**config.mk**
```make
export PLATFORM = sky130hd
export DESIGN_NAME = intr_ctrl
export DESIGN_NICKNAME = d
export VERILOG_FILES = /design/src/rtl/intr_pkg.sv /design/src/rtl/rr_arbiter.sv /design/src/rtl/intr_ctrl.sv
export SDC_FILE = /design/constraint.sdc
export NUM_CORES = 1
export LEC_CHECK = 0
export ABC_AREA = 1
export BUFFER_PORTS_ARGS = -buffer_cell sky130_fd_sc_hd__buf_2
export CAP_MARGIN = 5
export CORE_MARGIN = 4
export CORE_UTILIZATION = 50
export DETAILED_ROUTE_END_ITERATION = 6
export HOLD_SLACK_MARGIN = 0.02
export PLACE_DENSITY = 0.84
export SLEW_MARGIN = 20
export SYNTH_ARGS = -nofsm -noshare
export SYNTH_HDL_FRONTEND = slang
export SYNTH_SLANG_ARGS = --single-unit
```
**constraint.sdc**
```tcl
create_clock -name clk -period 1.9 [get_ports clk]
set_clock_uncertainty 0.1 [all_clocks]
set_input_delay 0.095 -clock clk [delete_from_list [all_inputs] [get_ports clk]]
set_output_delay 0.095 -clock clk [all_outputs]
set_load 0.02 [all_outputs]
```
**src/rtl/intr_pkg.sv**
```systemverilog
// Shared definitions for the interrupt controller: FSM state encoding and
// the default sizing constants used by the controller and its arbiter.
package intr_pkg;

  // Default number of interrupt sources and serviced-event counter width.
  localparam int N_SRC_DEF = 4;
  localparam int CNT_W_DEF = 8;

  // Controller states: wait for work, offer to consumer, consumer servicing,
  // acknowledge the source.
  typedef enum logic [1:0] {
    ST_IDLE = 2'd0,
    ST_REQ  = 2'd1,
    ST_SVC  = 2'd2,
    ST_ACK  = 2'd3
  } state_e;

endpackage

```
**src/rtl/rr_arbiter.sv**
```systemverilog
// Combinational round-robin arbiter. The search starts at the index after
// ptr and wraps from N_SRC-1 to 0; the first requesting index wins.
module rr_arbiter
  import intr_pkg::*;
#(
  parameter int N_SRC = N_SRC_DEF,
  parameter int ID_W  = $clog2(N_SRC)
) (
  input  logic [N_SRC-1:0] req,
  input  logic [ID_W-1:0]  ptr,
  output logic             grant_valid,
  output logic [ID_W-1:0]  grant_idx
);

  // Walk candidates from farthest to nearest so the nearest requester after
  // ptr is the last one written and therefore wins.
  always_comb begin
    int idx;
    // NOTE: every output gets a default before any conditional assignment so
    // no path leaves a value unassigned, which would otherwise infer a latch.
    grant_valid = 1'b0;
    grant_idx   = '0;
    idx         = 0;
    for (int k = N_SRC; k >= 1; k--) begin
      idx = (int'(ptr) + k) % N_SRC;
      if (req[ID_W'(idx)]) begin
        grant_valid = 1'b1;
        grant_idx   = ID_W'(idx);
      end
    end
  end

endmodule

```
**src/rtl/intr_ctrl.sv**
```systemverilog
// Round-robin interrupt controller. Picks one eligible level interrupt,
// offers it to a consumer with a valid/ready handshake, waits for the
// service-done pulse, then acknowledges the source for one cycle.
module intr_ctrl
  import intr_pkg::*;
#(
  parameter int N_SRC = N_SRC_DEF,
  parameter int CNT_W = CNT_W_DEF
) (
  input  logic                     clk,
  input  logic                     rst_n,
  input  logic [N_SRC-1:0]         intr,
  output logic [N_SRC-1:0]         intr_ack,
  input  logic [N_SRC-1:0]         mask,
  output logic                     irq_valid,
  output logic [$clog2(N_SRC)-1:0] irq_id,
  input  logic                     irq_ready,
  input  logic                     svc_done,
  output logic                     busy,
  output logic [CNT_W-1:0]         svc_cnt
);

  localparam int ID_W = $clog2(N_SRC);

  state_e              r_state;
  state_e              w_next_state;
  logic [ID_W-1:0]     r_ptr;
  logic [ID_W-1:0]     r_irq_id;
  logic [ID_W-1:0]     w_irq_id_nxt;
  logic                r_irq_valid;
  logic                r_busy;
  logic [N_SRC-1:0]    r_intr_ack;
  logic [N_SRC-1:0]    w_intr_ack_nxt;
  logic [CNT_W-1:0]    r_svc_cnt;
  logic [N_SRC-1:0]    w_req;
  logic                w_grant_valid;
  logic [ID_W-1:0]     w_grant_idx;

  assign w_req = intr & mask;

  rr_arbiter #(
    .N_SRC (N_SRC),
    .ID_W  (ID_W)
  ) u_rr_arbiter (
    .req         (w_req),
    .ptr         (r_ptr),
    .grant_valid (w_grant_valid),
    .grant_idx   (w_grant_idx)
  );

  // Next-state and next-output decode; the selection is only taken in IDLE,
  // so mask/intr changes after that cannot alter the committed source.
  always_comb begin
    w_next_state   = r_state;
    w_irq_id_nxt   = r_irq_id;
    w_intr_ack_nxt = '0;
    unique case (r_state)
      ST_IDLE: begin
        if (w_grant_valid) begin
          w_next_state = ST_REQ;
          w_irq_id_nxt = w_grant_idx;
        end
      end
      ST_REQ: begin
        if (irq_ready) w_next_state = ST_SVC;
      end
      ST_SVC: begin
        if (svc_done) w_next_state = ST_ACK;
      end
      ST_ACK: begin
        w_next_state = ST_IDLE;
      end
      default: begin
        w_next_state = ST_IDLE;
      end
    endcase
    if (w_next_state == ST_ACK) w_intr_ack_nxt[r_irq_id] = 1'b1;
  end

  // State register; reset aborts any transaction in flight.
  always_ff @(posedge clk or negedge rst_n) begin
    // NOTE: sequential state uses non-blocking assignments so every register
    // samples pre-edge values regardless of block ordering.
    if (!rst_n) r_state <= ST_IDLE;
    else        r_state <= w_next_state;
  end

  // Registered outputs, counter and round-robin pointer.
  always_ff @(posedge clk or negedge rst_n) begin
    if (!rst_n) begin
      r_irq_id    <= '0;
      r_irq_valid <= 1'b0;
      r_busy      <= 1'b0;
      r_intr_ack  <= '0;
      r_svc_cnt   <= '0;
      r_ptr       <= ID_W'(N_SRC - 1);
    end else begin
      r_irq_id    <= w_irq_id_nxt;
      r_irq_valid <= (w_next_state == ST_REQ);
      r_busy      <= (w_next_state != ST_IDLE);
      r_intr_ack  <= w_intr_ack_nxt;
      if (w_next_state == ST_ACK) r_svc_cnt <= r_svc_cnt + CNT_W'(1);
      // The pointer moves as ACK completes so the following IDLE search
      // starts just past the source that was served.
      if (r_state == ST_ACK) r_ptr <= r_irq_id;
    end
  end

  assign intr_ack  = r_intr_ack;
  assign irq_valid = r_irq_valid;
  assign irq_id    = r_irq_id;
  assign busy      = r_busy;
  assign svc_cnt   = r_svc_cnt;

endmodule

```
### Word-level counts from Yosys, hierarchy flattened

Index checks and enable logic that the tools add are counted.

* output and inout bits: 16
* input bits: 12
* logic and storage cells: 55
* bits in registers: 20

* bitwise logic cells: 1
* reduce and logical (&&, ||, !) cells: 4
* multiplexer cells: 27
* eq/ne operators: 5
* order comparisons: 6
* add/sub/neg operators: 5

Operators with widths (count)
* 2-bit by 4-bit less-than comparator with 1-bit output (second input constant): 4
* 2-bit two-way mux: 7
* 1-bit two-way mux: 13
* 8-bit by 1-bit adder with 8-bit output (second input constant): 1
* 1-bit binary-select mux with 2-bit select: 4
* 2-bit one-hot mux with 4 select lines: 1
* 2-bit == test (second input constant): 3
* 2-bit by 1-bit adder with 2-bit output (second input constant): 2
* 2-bit adder (second input constant): 2
* 4-bit bitwise AND: 1
* 2-bit by 1-bit == test with 1-bit output (second input constant): 2
* 4-bit two-way mux: 1
* 2-bit by 3-bit less-than comparator with 1-bit output (second input constant): 1
* 1-bit demux with 2-bit select: 1
* 2-bit by 1-bit >= comparator with 1-bit output (second input constant): 1
* 2-bit zero test: 1
* 2-bit AND reduction: 1
* 2-bit nonzero test: 1
* 1-bit logical AND: 1

### Logic depth before layout (Yosys ltp)

Gate-level depths: netlist (run 1).

* depth after elaboration: 12
* mapped depth: 10
* depth with buffers taken out: 10

### Modules after synthesis

A second synthesis (run 1) with hierarchy kept.

* cell total of the unflattened synthesis: 152
* area, all modules: 1126.1 µm²

By module, submodules not included
* intr_ctrl: times used 1, sequential area each 503.0 µm², cells an instance 101, area each 879.6 µm²
* rr_arbiter: times used 1, sequential area each 0.0 µm², cells an instance 51, area each 246.5 µm²

### Least setup slack after synthesis (run 1)

OpenSTA, ideal clock, no wires.

* kind: register to register
* from: reg r_ptr[0]
* to: reg r_busy (netlist: busy)
* path slack: 0.399 ns
* library setup time: 0.124 ns
* stages on the path, launching flop included: 8
* period minus slack after synthesis: 1.501 ns
* required time: 1.676 ns
* path buffers: 1
* arrival time: 1.277 ns
* cells stage by stage: dfstp_2 -> buf_6 -> nand2_4 -> nand2_4 -> nand2_2 -> o21ai_4 -> nand2_2 -> or2_1

* word-level cells in the longest chain between the ends: 11
* elaborated cells on any way between the ends: 23
* those cells by class: add/sub (4); mux (18); reduce/logical (1)

Ends and longest elaborated chain
* from (decl): line intr_ctrl.sv:27 `logic [ID_W-1:0] r_ptr;`
* from (signal assigned): line intr_ctrl.sv:96 `r_ptr <= ID_W'(N_SRC - 1);`
* from (signal assigned): line intr_ctrl.sv:105 `if (r_state == ST_ACK) r_ptr <= r_irq_id;`
* 2-bit by 1-bit adder with 2-bit output: line rr_arbiter.sv:25 `idx = (int'(ptr) + k) % N_SRC;`
* 1-bit binary-select mux with 2-bit select: line rr_arbiter.sv:26 `if (req[ID_W'(idx)]) begin`
* 1-bit two-way mux (implied by the code) (2 in a row): line rr_arbiter.sv:26
* 1-bit two-way mux (3 in a row): line rr_arbiter.sv:26
* 1-bit two-way mux *: line rr_arbiter.sv:26
* 2-bit two-way mux *: line intr_ctrl.sv:59 `if (w_grant_valid) begin`
* 2-bit one-hot mux with 4 select lines *: line intr_ctrl.sv:57 `unique case (r_state)`
* via w_next_state[0]: line intr_ctrl.sv:26 `state_e w_next_state;`
* 2-bit nonzero test *: line intr_ctrl.sv:100 `r_busy <= (w_next_state != ST_IDLE);`
* to (signal assigned): line intr_ctrl.sv:100
* to (decl): line intr_ctrl.sv:31 `logic r_busy;`

The timed path passes the listed nets; every way through them passes the cells marked *. The select of a mux whose other input is x is not followed.
A chain may end at the register's enable or synchronous reset.

### Final worst setup path (run 1)

Ends and elaborated chain as after synthesis.

==> summary.md, run 1 <==
| Metric | Value |
|---|---|
| Pin count of the biggest net entering global routing | `21` |
| Critical path launch point type | `flop` |
| Post-DRT Antenna Nets | `0` |
| Initial antenna violation count | `0` |
| Yosys reg bits | `20` |
| PostCTS Resize Cnt | `0` |
| Combinational power share | `between 40% and 50%` |
| RSZ-0062 raised after global routing | `false` |
| Hold Path Sink | `r_state[1]$_DFF_PN0_` |
| Core footprint | `1960 um^2` |
| Max VDD drop | `a little over 900 uV` |
| Crit. End Element | `flop` |
| Switching Share | `between 40% and 50%` |
| Top Ports | `28` |
| Synth area leader | `dfrtp_1` |
| Total CTS buffers | `3` |
| HPWL after DPL | `1.67 mm` |
| CTS Buffer Depth | `2` |
| Hold Path Origin | `irq_ready` |
| Max-cap violations | `0` |
| R2R cell count | `6` |
| CP Cell Sequence | `nand2_1 -> nand2_1 -> nand2_1 -> o21ai_4 -> nand2_2 -> or2_1` |
| Starting DRT DRC Count | `8` |
| Chip Height | `between 50 and 60 um` |
| Post-Route WL | `a little over 2 mm` |
| Flop-to-flop setup slack | `about 0.22 ns` |
| Cell with the most instances after synthesis | `nand2_1` |
| Ys async rst share | `100%` |
| Synthesis-to-layout area growth | `20.5%` |
| Cells after DPL | `between 150 and 200` |
| H-tree depth | `1` |
| Reg-to-Reg End | `busy$_DFF_PN0_` |
| P per Cell Area | `1530 nW/um^2` |
| Mean post-synth cell area | `8.51 um^2` |
| Full die area | `approximately 2800 um^2` |
| Hold path cells | `3` |
| Minimum clock period | `roughly 1.7 ns` |
| Via density per instance | `a little under 5` |
| Port bufs | `27` |
| Synth warn | `0` |
| Status | `finished, final reports clean` |
| CTS tree | `done` |
| Number of enable flip-flop cells after synthesis | `0` |
| Switching Power | `~0.87 mW` |
| Wire per inst | `approximately 11 um` |
| Sequential share of power | `39.2%` |
| Slew Limit Fails | `0` |
| Netlist cell types | `21` |
| Synth top cells by count | `nand2_1 (35), dfrtp_1 (18), nand3_1 (11), nor2_1 (11), inv_1 (8)` |
| Layout Cells excl Fill | `between 150 and 200` |
| Vias | `a little under 900` |
| Setup violators final | `0` |
| Synth top area cells | `dfrtp_1 (44%), nand2_1 (13%), nand3_1 (5.3%)` |
| Nets@finish | `between 150 and 200` |
| Clk slew on worst S/H paths | `roughly 0.11 ns` |
| Cells after Synth | `121` |
| Layout cell share with drive strength beyond 1 | `between 20% and 30%` |
| DRT Pass-1 Iters | `4` |
| Clk root buf | `clkbuf_4` |
| Setup Buffers After CTS | `0` |
| Slew headroom | `71.3%` |
| GP Congestion | `0.818` |
| Vias in the first global route | `about 840` |
| Power share of the clock group | `between 10% and 20%` |
| CP arrival | `~1.8 ns` |
| FP Rows | `16` |
| Ant diodes | `0` |
| Predominant post-synthesis flop cell | `dfrtp_1` |
| Crit path top cell by count | `nand2_1` |
| Net Count, Synth | `around 130` |
| TNS Setup | `0 ns` |
| Crit-path max FO | `9` |
| First-pass GRT wire length | `between 3 and 4 mm` |
| Int Pwr | `approximately 1 mW` |
| Worst slew pin tran | `0.430 ns` |
| Fmax | `a little under 0.6 GHz` |
| FF-to-FF Start | `r_ptr[0]$_DFFE_PN1N_` |
| Die width | `53.4 um` |
| CP max-delay cell | `dfstp_2` |
| Fin crit share | `88.7%` |
| CTS sink cnt | `20` |
| Initial Util | `between 50% and 60%` |
| Worst-Skew Late Latency | `around 0.30 ns` |
| Required time of the worst setup path | `between 1.5 and 2 ns` |
| Global Route Usage Sum | `between 10% and 20%` |
| Post-Syn Area | `slightly above 1000 um^2` |
| Leak | `roughly 0.7 nW` |
| Grt total ovfl | `0` |
| Final hold viol count | `0` |
| Largest stage delay, worst path | `0.65 ns` |
| DRC | `0` |
| Worst Setup Path Type | `flop to flop` |
| Area fraction of the dominant cell type after synthesis | `a little over two fifths` |
| Register area share after synthesis | `around 49%` |
| Worst Hold Class | `input port to flop` |
-- power groups by stage --
stage	registers (mW)	logic [mW]	clock network (mW)
floorplan	0.829	0.583	0
global placement	0.743	0.873	0
detailed placement	0.754	0.909	0
CTS	0.744	0.914	0.251
global route	0.768	1.02	0.272
finish	0.742	0.908	0.244
-- flip-flops by register name (all words and copies together), names as in the netlist --
name and flops:
irq_valid 1, svc_cnt 8, busy 1, irq_id 2, r_state 2, intr_ack 4
r_ptr 2
-- kinds of logic (layout without fill, tap and decap cells) --
| kind of cell | Yosys count | after routing | share of synthesized area (%) |
|---|---|---|---|
| adder cells (fa/ha/maj) | 1 | 1 | 1.21 |
| AO/OA/AOI/OAI | 9 | 9 | 5.47 |
| flip-flops | 20 | 20 | 48.8 |
| AND/OR/NAND/NOR | 71 | 71 | 31.3 |
| buffers and inverters | 11 | 43 | 4.74 |
| XOR/XNOR | 9 | 9 | 8.38 |
-- routing by layer --
layer | up-vias | share of wire (%) | track usage [%]
met1 | 398 | 42 | 19.7
met4 | 0 | 0 | 4.68
li1 | 450 | - | -
met2 | 24 | 52 | 29.8
met5 | - | 0 | 0
met3 | 0 | 5.2 | 4.23
-- layout make-up --
| class | count | area (um^2) |
|---|---|---|
| multi-input combinational | 90 | 478 |
| fill | 178 | 721 |
| inverter | 10 | 37.5 |
| clock buffer | 4 | 36.3 |
| tap | 27 | 33.8 |
| sequential | 20 | 503 |
| timing repair buffer | 29 | 153 |
-- cell usage in the layout (no fill, tap or decap), drive strengths merged --
cell type and instances:
dfstp 2, or2 1, clkbuf 4, a21oi 4
nand2 41, ha 1, xnor2 5, nor2 11
buf 28, nand3 12, nor3 5, o21ai 5
inv 10, nand4 1, xor2 4, dfrtp 18
dlygate4sd3 1
-- critical path, delay by kind of cell, from the launching register on --
family | cells | cell delay, ns
DFF | 1 | 0.65
AOI/OAI and AO/OA | 1 | 0.24
and+or+nand+nor | 5 | 0.58
-- repair_timing --
action | in CTS | in global routing
hold buffers | 1 | 0
hold endpoints to repair | 20 | 0
endpoints found under the setup margin | 0 | 0
-- worst max path at each step --
stage / start / to / slack, ns
finish: r_ptr[0]$_DFFE_PN1N_ / busy$_DFF_PN0_ / 0.22
global route: r_ptr[0]$_DFFE_PN1N_ / busy$_DFF_PN0_ / 0.1
CTS: r_ptr[0]$_DFFE_PN1N_ / busy$_DFF_PN0_ / 0.22
detailed placement: r_ptr[0]$_DFFE_PN1N_ / busy$_DFF_PN0_ / 0.23
global placement: r_ptr[0]$_DFFE_PN1N_ / busy$_DFF_PN0_ / 0.27
floorplan: r_ptr[0]$_DFFE_PN1N_ / busy$_DFF_PN0_ / 0.40
-- metrics by stage --
| stage | hold WS (ns) | area, um^2 | total power, mW | worst slack [ns] | util [%] |
|---|---|---|---|---|---|
| floorplan | -0.301 | 1030 | 1.41 | 0.399 | - |
| global placement | -0.0438 | 1190 | 1.62 | 0.272 | 60.9 |
| detailed placement | -0.0395 | 1190 | 1.66 | 0.228 | 60.9 |
| CTS | 0.0318 | 1240 | 1.91 | 0.218 | 63.3 |
| global route | 0.0394 | 1240 | 2.06 | 0.0964 | 63.3 |
| finish | 0.0289 | 1240 | 1.89 | 0.216 | 63.3 |
No activity file was read; power rests on OpenSTA's default activity.
==> run 2: changes to the inputs <==
Settings changed: CORE_MARGIN 4 to 1.5.
==> run 2 against run 1 <==
  * First-iteration DRC count rose to 2.5 times the previous value
  * Non-clock buffer count did not move
  * Largest cell class unchanged
  * Register-to-register slack got worse by 0.06 ns
  * Largest power group unchanged
==> summary.md, run 2 (synthesis gave the netlist of run 1 again) <==
| Metric | Value |
|---|---|
| Status | `finished, final reports clean` |
| Global Route Usage Sum | `20.7% (+3.9 points)` |
| Top Ports | `28 (unchanged)` |
| Crit. End Element | `flop` |
| Switching Power | `0.893 mW (+3.1%)` |
| Total CTS buffers | `3 (unchanged)` |
| Nets@finish | `167 (unchanged)` |
| CTS tree | `done` |
| Grt total ovfl | `0 (unchanged)` |
| Worst Hold Class | `input port to flop` |
| Fin crit share | `91.7% (+3.0 points)` |
| GRT busiest layer | `met2` |
| Switching Share | `44.3% (-1.4 points)` |
| Leading cell type in the layout, fill and taps excluded | `nand2_1` |
| Wire per inst | `12.0 um (+4.9%)` |
| Ant diodes | `0 (unchanged)` |
| Starting DRT DRC Count | `20 (+12)` |
| Initial antenna violation count | `0 (unchanged)` |
| Flop-to-flop setup slack | `0.16 ns (-0.06 ns)` |
| PostCTS Resize Cnt | `0 (unchanged)` |
| Clk root buf | `clkbuf_4` |
| Full die area | `2340 um^2 (-18%)` |
| Final hold viol count | `0 (unchanged)` |
| Max-cap violations | `0 (unchanged)` |
| Worst slew pin tran | `0.426 ns (-0.00425 ns)` |
| Fmax | `0.574 GHz (-3.3%)` |
| Layout cell share with drive strength beyond 1 | `29.4% (unchanged)` |
| Pin count of the biggest net entering global routing | `21 (unchanged)` |
| Die width | `48.4 um (-9.4%)` |
| Worst-Skew Late Latency | `0.30 ns (about the same)` |
| R2R cell count | `9 (+3)` |
| GRT met2 Usage | `40.7% (+11 points)` |
| Critical path launch point type | `flop` |
| Max reg flops | `8 (unchanged)` |
| Commonest cells after routing, fill and taps aside | `nand2_1 (35), buf_2 (27), dfrtp_1 (18), nor2_1 (11), nand3_1 (11)` |
| Int Pwr | `1.12 mW (+9.3%)` |
| Post-Route WL | `2.16 mm (+4.9%)` |
| Power share of the clock group | `17.0% (+4.1 points)` |
| GP Congestion | `0.823 (+0.66%)` |
| Via density per instance | `5.12 (+5.6%)` |
| Crit-path max FO | `10 (+1)` |
| Clk slew on worst S/H paths | `0.11 ns (about the same)` |
| Combinational power share | `46.0% (-2.0 points)` |
| FP Rows | `16 (unchanged)` |
| Vias | `921 (+5.6%)` |
| Core footprint | `1940 um^2 (-1.0%)` |
| Port bufs | `27 (unchanged)` |
| Total power | `2.02 mW (+6.5%)` |
| Setup Buffers After CTS | `0 (unchanged)` |
| Slew Limit Fails | `0 (unchanged)` |
| Initial Util | `53.0% (+0.54 points)` |
| Sequential share of power | `37.0% (-2.2 points)` |
| Max VDD drop | `1120 uV (+22%)` |
| Worst Setup Path Type | `flop to flop` |
| Slew headroom | `71.6% (+0.28 points)` |
| Vias in the first global route | `953 (+14%)` |
| Minimum clock period | `1.74 ns (+0.0578 ns)` |
| Chip Height | `48.4 um (-9.4%)` |
| First-pass GRT wire length | `3.82 mm (+11%)` |
| P per Cell Area | `1600 nW/um^2 (+5.1%)` |
| RSZ-0062 raised after global routing | `false` |
| CTS sink cnt | `20 (unchanged)` |
| Fillcell total | `169 (-5.1%)` |
| Synthesis-to-layout area growth | `22.1%` |
| GR Util met1 | `22.0% (+2.3 points)` |
| Leak | `0.694 nW (+1.0%)` |
| Post-DRT Antenna Nets | `0 (unchanged)` |
| Hold path cells | `3 (unchanged)` |
| CP arrival | `1.85 ns (+0.07 ns)` |
| CTS Buffer Depth | `2 (unchanged)` |
| Setup violators final | `0 (unchanged)` |
| DRT Pass-1 Iters | `4 (unchanged)` |
| TNS Setup | `0 ns (unchanged)` |
| Required time of the worst setup path | `2.01 ns (+0.02 ns)` |
| GR Util met3 | `4.32% (+0.096 points)` |
| HPWL after DPL | `1.67 mm (-0.11%)` |
| DRC | `0 (unchanged)` |
| H-tree depth | `1 (unchanged)` |
-- run 2: cell type report --
| class | count | area, um^2 | area share [%] |
|---|---|---|---|
| Clock buffer | 3 | 22.5 | 1.79 |
| Clock inverter | 1 | 30.0 | 2.39 |
| Timing Repair Buffer | 29 | 153 | 12.1 |
| Inverter | 10 | 37.5 | 2.99 |
| Multi-Input combinational cell | 90 | 478 | 38.0 |
| Tap cell | 27 | 33.8 | 2.69 |
| Sequential cell | 20 | 503 | 40.0 |
-- run 2: worst paths after layout --
path                                        start                endpoint
max                          r_ptr[0]$_DFFE_PN1N_   irq_id[0]$_DFFE_PN0P_
min                                     irq_ready    r_state[1]$_DFF_PN0_
max reg2reg                  r_ptr[0]$_DFFE_PN1N_   irq_id[0]$_DFFE_PN0P_
min reg2reg                svc_cnt[7]$_DFFE_PN0N_  svc_cnt[7]$_DFFE_PN0N_
max in group asynchronous                   rst_n    r_ptr[0]$_DFFE_PN1N_
min in group asynchronous                   rst_n  svc_cnt[6]$_DFFE_PN0N_
-- run 2: layer usage --
layer | part of all wire (%) | routed length [um] | vias to the layer above
met1 | 37 | 807 | 442
met2 | 56 | 1210 | 30
met4 | 0.46 | 10 | 0
met5 | 0 | 0 | -
met3 | 5.9 | 128 | 2
li1 | - | - | 447
-- run 2: worst max-delay path, stage by stage (launching register included) --
cell and delay (ns):
dfstp_2 0.66, buf_4 0.19, xor2_2 0.19, nand2_1 0.12, nand2_1 0.09, nand2_1 0.07
nand2_1 0.06, nand2_1 0.05, nand3_1 0.06, nand2_1 0.05
-- run 2: per-stage QoR --
stage          utilization [%]  hold slack, ns  instance area, um^2  setup slack [ns]  instances
6_report                  64.8          0.0482                 1260             0.158        180
4_1_cts                   64.8          0.0480                 1260             0.193        180
5_1_grt                   64.8          0.0497                 1260            0.0932        180
2_1_floorplan                -          -0.301                 1030             0.399        121
3_5_place_dp              61.5         -0.0437                 1190             0.223        175
3_3_place_gp              61.5         -0.0513                 1190             0.269        175
-- run 2: power groups by stage --
stage          registers [mW]  clock network, mW  logic (mW)
2_1_floorplan           0.829                  0       0.583
3_3_place_gp            0.742                  0       0.865
3_5_place_dp            0.755                  0       0.913
4_1_cts                 0.746              0.349       0.926
5_1_grt                 0.774              0.365        1.02
6_report                0.746              0.344       0.928
-- run 2: repair_timing --
item / CTS / global route
endpoints found under the hold margin: 20 / 0
hold buffers: 1 / 0
setup endpoints to repair: 0 / 0
==> run 3: changes to the inputs <==
Settings changed: CORE_UTILIZATION 50 to 30, PLACE_DENSITY 0.84 to 0.58.
==> run 3 against run 2 <==
  * Total power shrank 1.1%
  * Flip-flop and latch count is the same
  * Worst setup slack gained 0.045 ns
  * Non-clock buffer count is the same
  * Largest cell class unchanged
  * Utilization shrank 26 points
  * Global-route usage shrank 8.4 points
  * Die area grew 62%
  * Critical path type unchanged
==> summary.md, run 3 (synthesis gave the netlist of run 1 again) <==
| Metric | Value |
|---|---|
| Status | `finished, final reports clean` |
| Post-Route WL | `2.05 mm (-5.2%)` |
| First-pass GRT wire length | `3.43 mm (-10%)` |
| Pin count of the biggest net entering global routing | `21 (unchanged)` |
| H-tree depth | `1 (unchanged)` |
| Core footprint | `3310 um^2 (+70%)` |
| Leak | `0.694 nW (unchanged)` |
| Synthesis-to-layout area growth | `24.4%` |
| Crit. End Element | `flop` |
| Initial antenna violation count | `0 (unchanged)` |
| Clk slew on worst S/H paths | `0.12 ns (about the same)` |
| Wire per inst | `10.3 um (-14%)` |
| Worst Hold Class | `input port to flop` |
| Max-cap violations | `0 (unchanged)` |
| R2R cell count | `6 (-3)` |
| Leading cell type in the layout, fill and taps excluded | `nand2_1` |
| Final hold viol count | `0 (unchanged)` |
| Reg-to-Reg End | `busy$_DFF_PN0_` |
| Total power | `1.99 mW (-1.1%)` |
| CTS Buffer Depth | `2 (unchanged)` |
| Hold Path Sink | `r_state[1]$_DFF_PN0_` |
| DRC | `0 (unchanged)` |
| Vias | `883 (-4.1%)` |
| Hold path cells | `3 (unchanged)` |
| Top Ports | `28 (unchanged)` |
| Starting DRT DRC Count | `20 (unchanged)` |
| Commonest cells after routing, fill and taps aside | `nand2_1 (35), buf_2 (27), dfrtp_1 (18), nor2_1 (11), nand3_1 (11)` |
| RSZ-0062 raised after global routing | `false` |
| Nets@finish | `167 (unchanged)` |
| TNS Setup | `0 ns (unchanged)` |
| Grt total ovfl | `0 (unchanged)` |
| Die width | `61.6 um (+27%)` |
| Worst-Skew Late Latency | `0.30 ns (about the same)` |
| P per Cell Area | `1560 nW/um^2 (-3.0%)` |
| Layout Cells excl Fill | `199 (+11%)` |
| Worst slew pin tran | `0.444 ns (+0.0181 ns)` |
| Max reg flops | `8 (unchanged)` |
| Crit-path max FO | `9 (-1)` |
| Setup Buffers After CTS | `0 (unchanged)` |
| Initial Util | `31.1% (-22 points)` |
| CTS Hold Bufs | `1 (unchanged)` |
| DRT Pass-1 Iters | `4 (unchanged)` |
| Flop-to-flop setup slack | `0.20 ns (+0.05 ns)` |
| GP Congestion | `0.893 (+8.5%)` |
| Total CTS buffers | `3 (unchanged)` |
| CTS sink cnt | `20 (unchanged)` |
| Clk root buf | `clkbuf_4` |
| Chip Height | `61.6 um (+27%)` |
| FF-to-FF Start | `r_ptr[0]$_DFFE_PN1N_` |
| Layout cell share with drive strength beyond 1 | `29.4% (unchanged)` |
| FP Rows | `21 (+5)` |
| Hold Path Origin | `irq_ready` |
| Fin crit share | `89.3% (-2.4 points)` |
| Critical path launch point type | `flop` |
| Worst Setup Path Type | `flop to flop` |
| Post-DRT Antenna Nets | `0 (unchanged)` |
| Port bufs | `27 (unchanged)` |
| HPWL after DPL | `1.56 mm (-6.6%)` |
| Max VDD drop | `874 uV (-22%)` |
| Fmax | `0.589 GHz (+2.7%)` |
| Required time of the worst setup path | `1.99 ns (-0.02 ns)` |
| CTS tree | `done` |
| Slew Limit Fails | `0 (unchanged)` |
| Ant diodes | `0 (unchanged)` |
| Via density per instance | `4.44 (-13%)` |
| Slew headroom | `70.4% (-1.2 points)` |
| Placement Setup Slack | `0.232 ns (+0.00822 ns)` |
| Minimum clock period | `1.70 ns (-0.0450 ns)` |
| Full die area | `3790 um^2 (+62%)` |
| Setup WS post-layout | `0.203 ns (+0.0450 ns)` |
| Global Route Usage Sum | `12.2% (-8.4 points)` |
| CP arrival | `1.79 ns (-0.06 ns)` |
| Cells after DPL | `194 (+11%)` |
| Setup violators final | `0 (unchanged)` |
| PostCTS Resize Cnt | `0 (unchanged)` |
| Vias in the first global route | `765 (-20%)` |
| Core Util, Final | `38.7% (-26 points)` |
| Fillcell total | `363 (+110%)` |
-- run 3: cell counts in the layout (fill, tap and decap cells not counted) --
No cell type changed its count.
-- run 3: critical path: stages (launching register included) --
cell and delay, ns:
dfstp_2 0.66, nand2_1 0.10, nand2_1 0.09, nand2_1 0.11, o21ai_4 0.24, nand2_2 0.07
or2_1 0.20
-- run 3: worst max path at each step --
stage | from | end | slack (ns) | cells past startpoint
3_5_place_dp | r_ptr[0]$_DFFE_PN1N_ | busy$_DFF_PN0_ | 0.23 | 6
4_1_cts | r_ptr[0]$_DFFE_PN1N_ | irq_id[0]$_DFFE_PN0P_ | 0.21 | 9
2_1_floorplan | r_ptr[0]$_DFFE_PN1N_ | busy$_DFF_PN0_ | 0.40 | 7
5_1_grt | r_ptr[0]$_DFFE_PN1N_ | busy$_DFF_PN0_ | 0.10 | 6
3_3_place_gp | r_ptr[0]$_DFFE_PN1N_ | busy$_DFF_PN0_ | 0.24 | 6
6_report | r_ptr[0]$_DFFE_PN1N_ | busy$_DFF_PN0_ | 0.20 | 6
-- run 3: cell type report --
cell class	instances	area [um^2]	area share, %
inverters	10	37.5	2.93
well taps	46	57.6	4.49
multi-input cells	90	478	37.3
clock buffers	3	22.5	1.76
repair buffers	29	153	11.9
clock inverters	1	30.0	2.34
flip-flops and latches	20	503	39.3
-- run 3: metrics by stage --
stage	area, um^2	hold slack, ns
final	1280	0.0581
after global routing	1280	0.0504
after CTS	1280	0.0509
after detailed placement	1220	-0.0349
after global placement	1220	-0.0414
after floorplan	1030	-0.301
-- run 3: power by group --
group / internal (mW) / switching, mW
sequential: 0.578 / 0.166
clock: 0.213 / 0.131
combinational: 0.332 / 0.574
total: 1.12 / 0.871
-- run 3: layer usage --
metal	GRT usage, %	share of wire (%)	up-vias
met5	0	0	-
met4	2.74	0.44	0
met3	3.15	3.6	2
met2	19.8	50	17
met1	16.4	46	416
li1	-	-	448
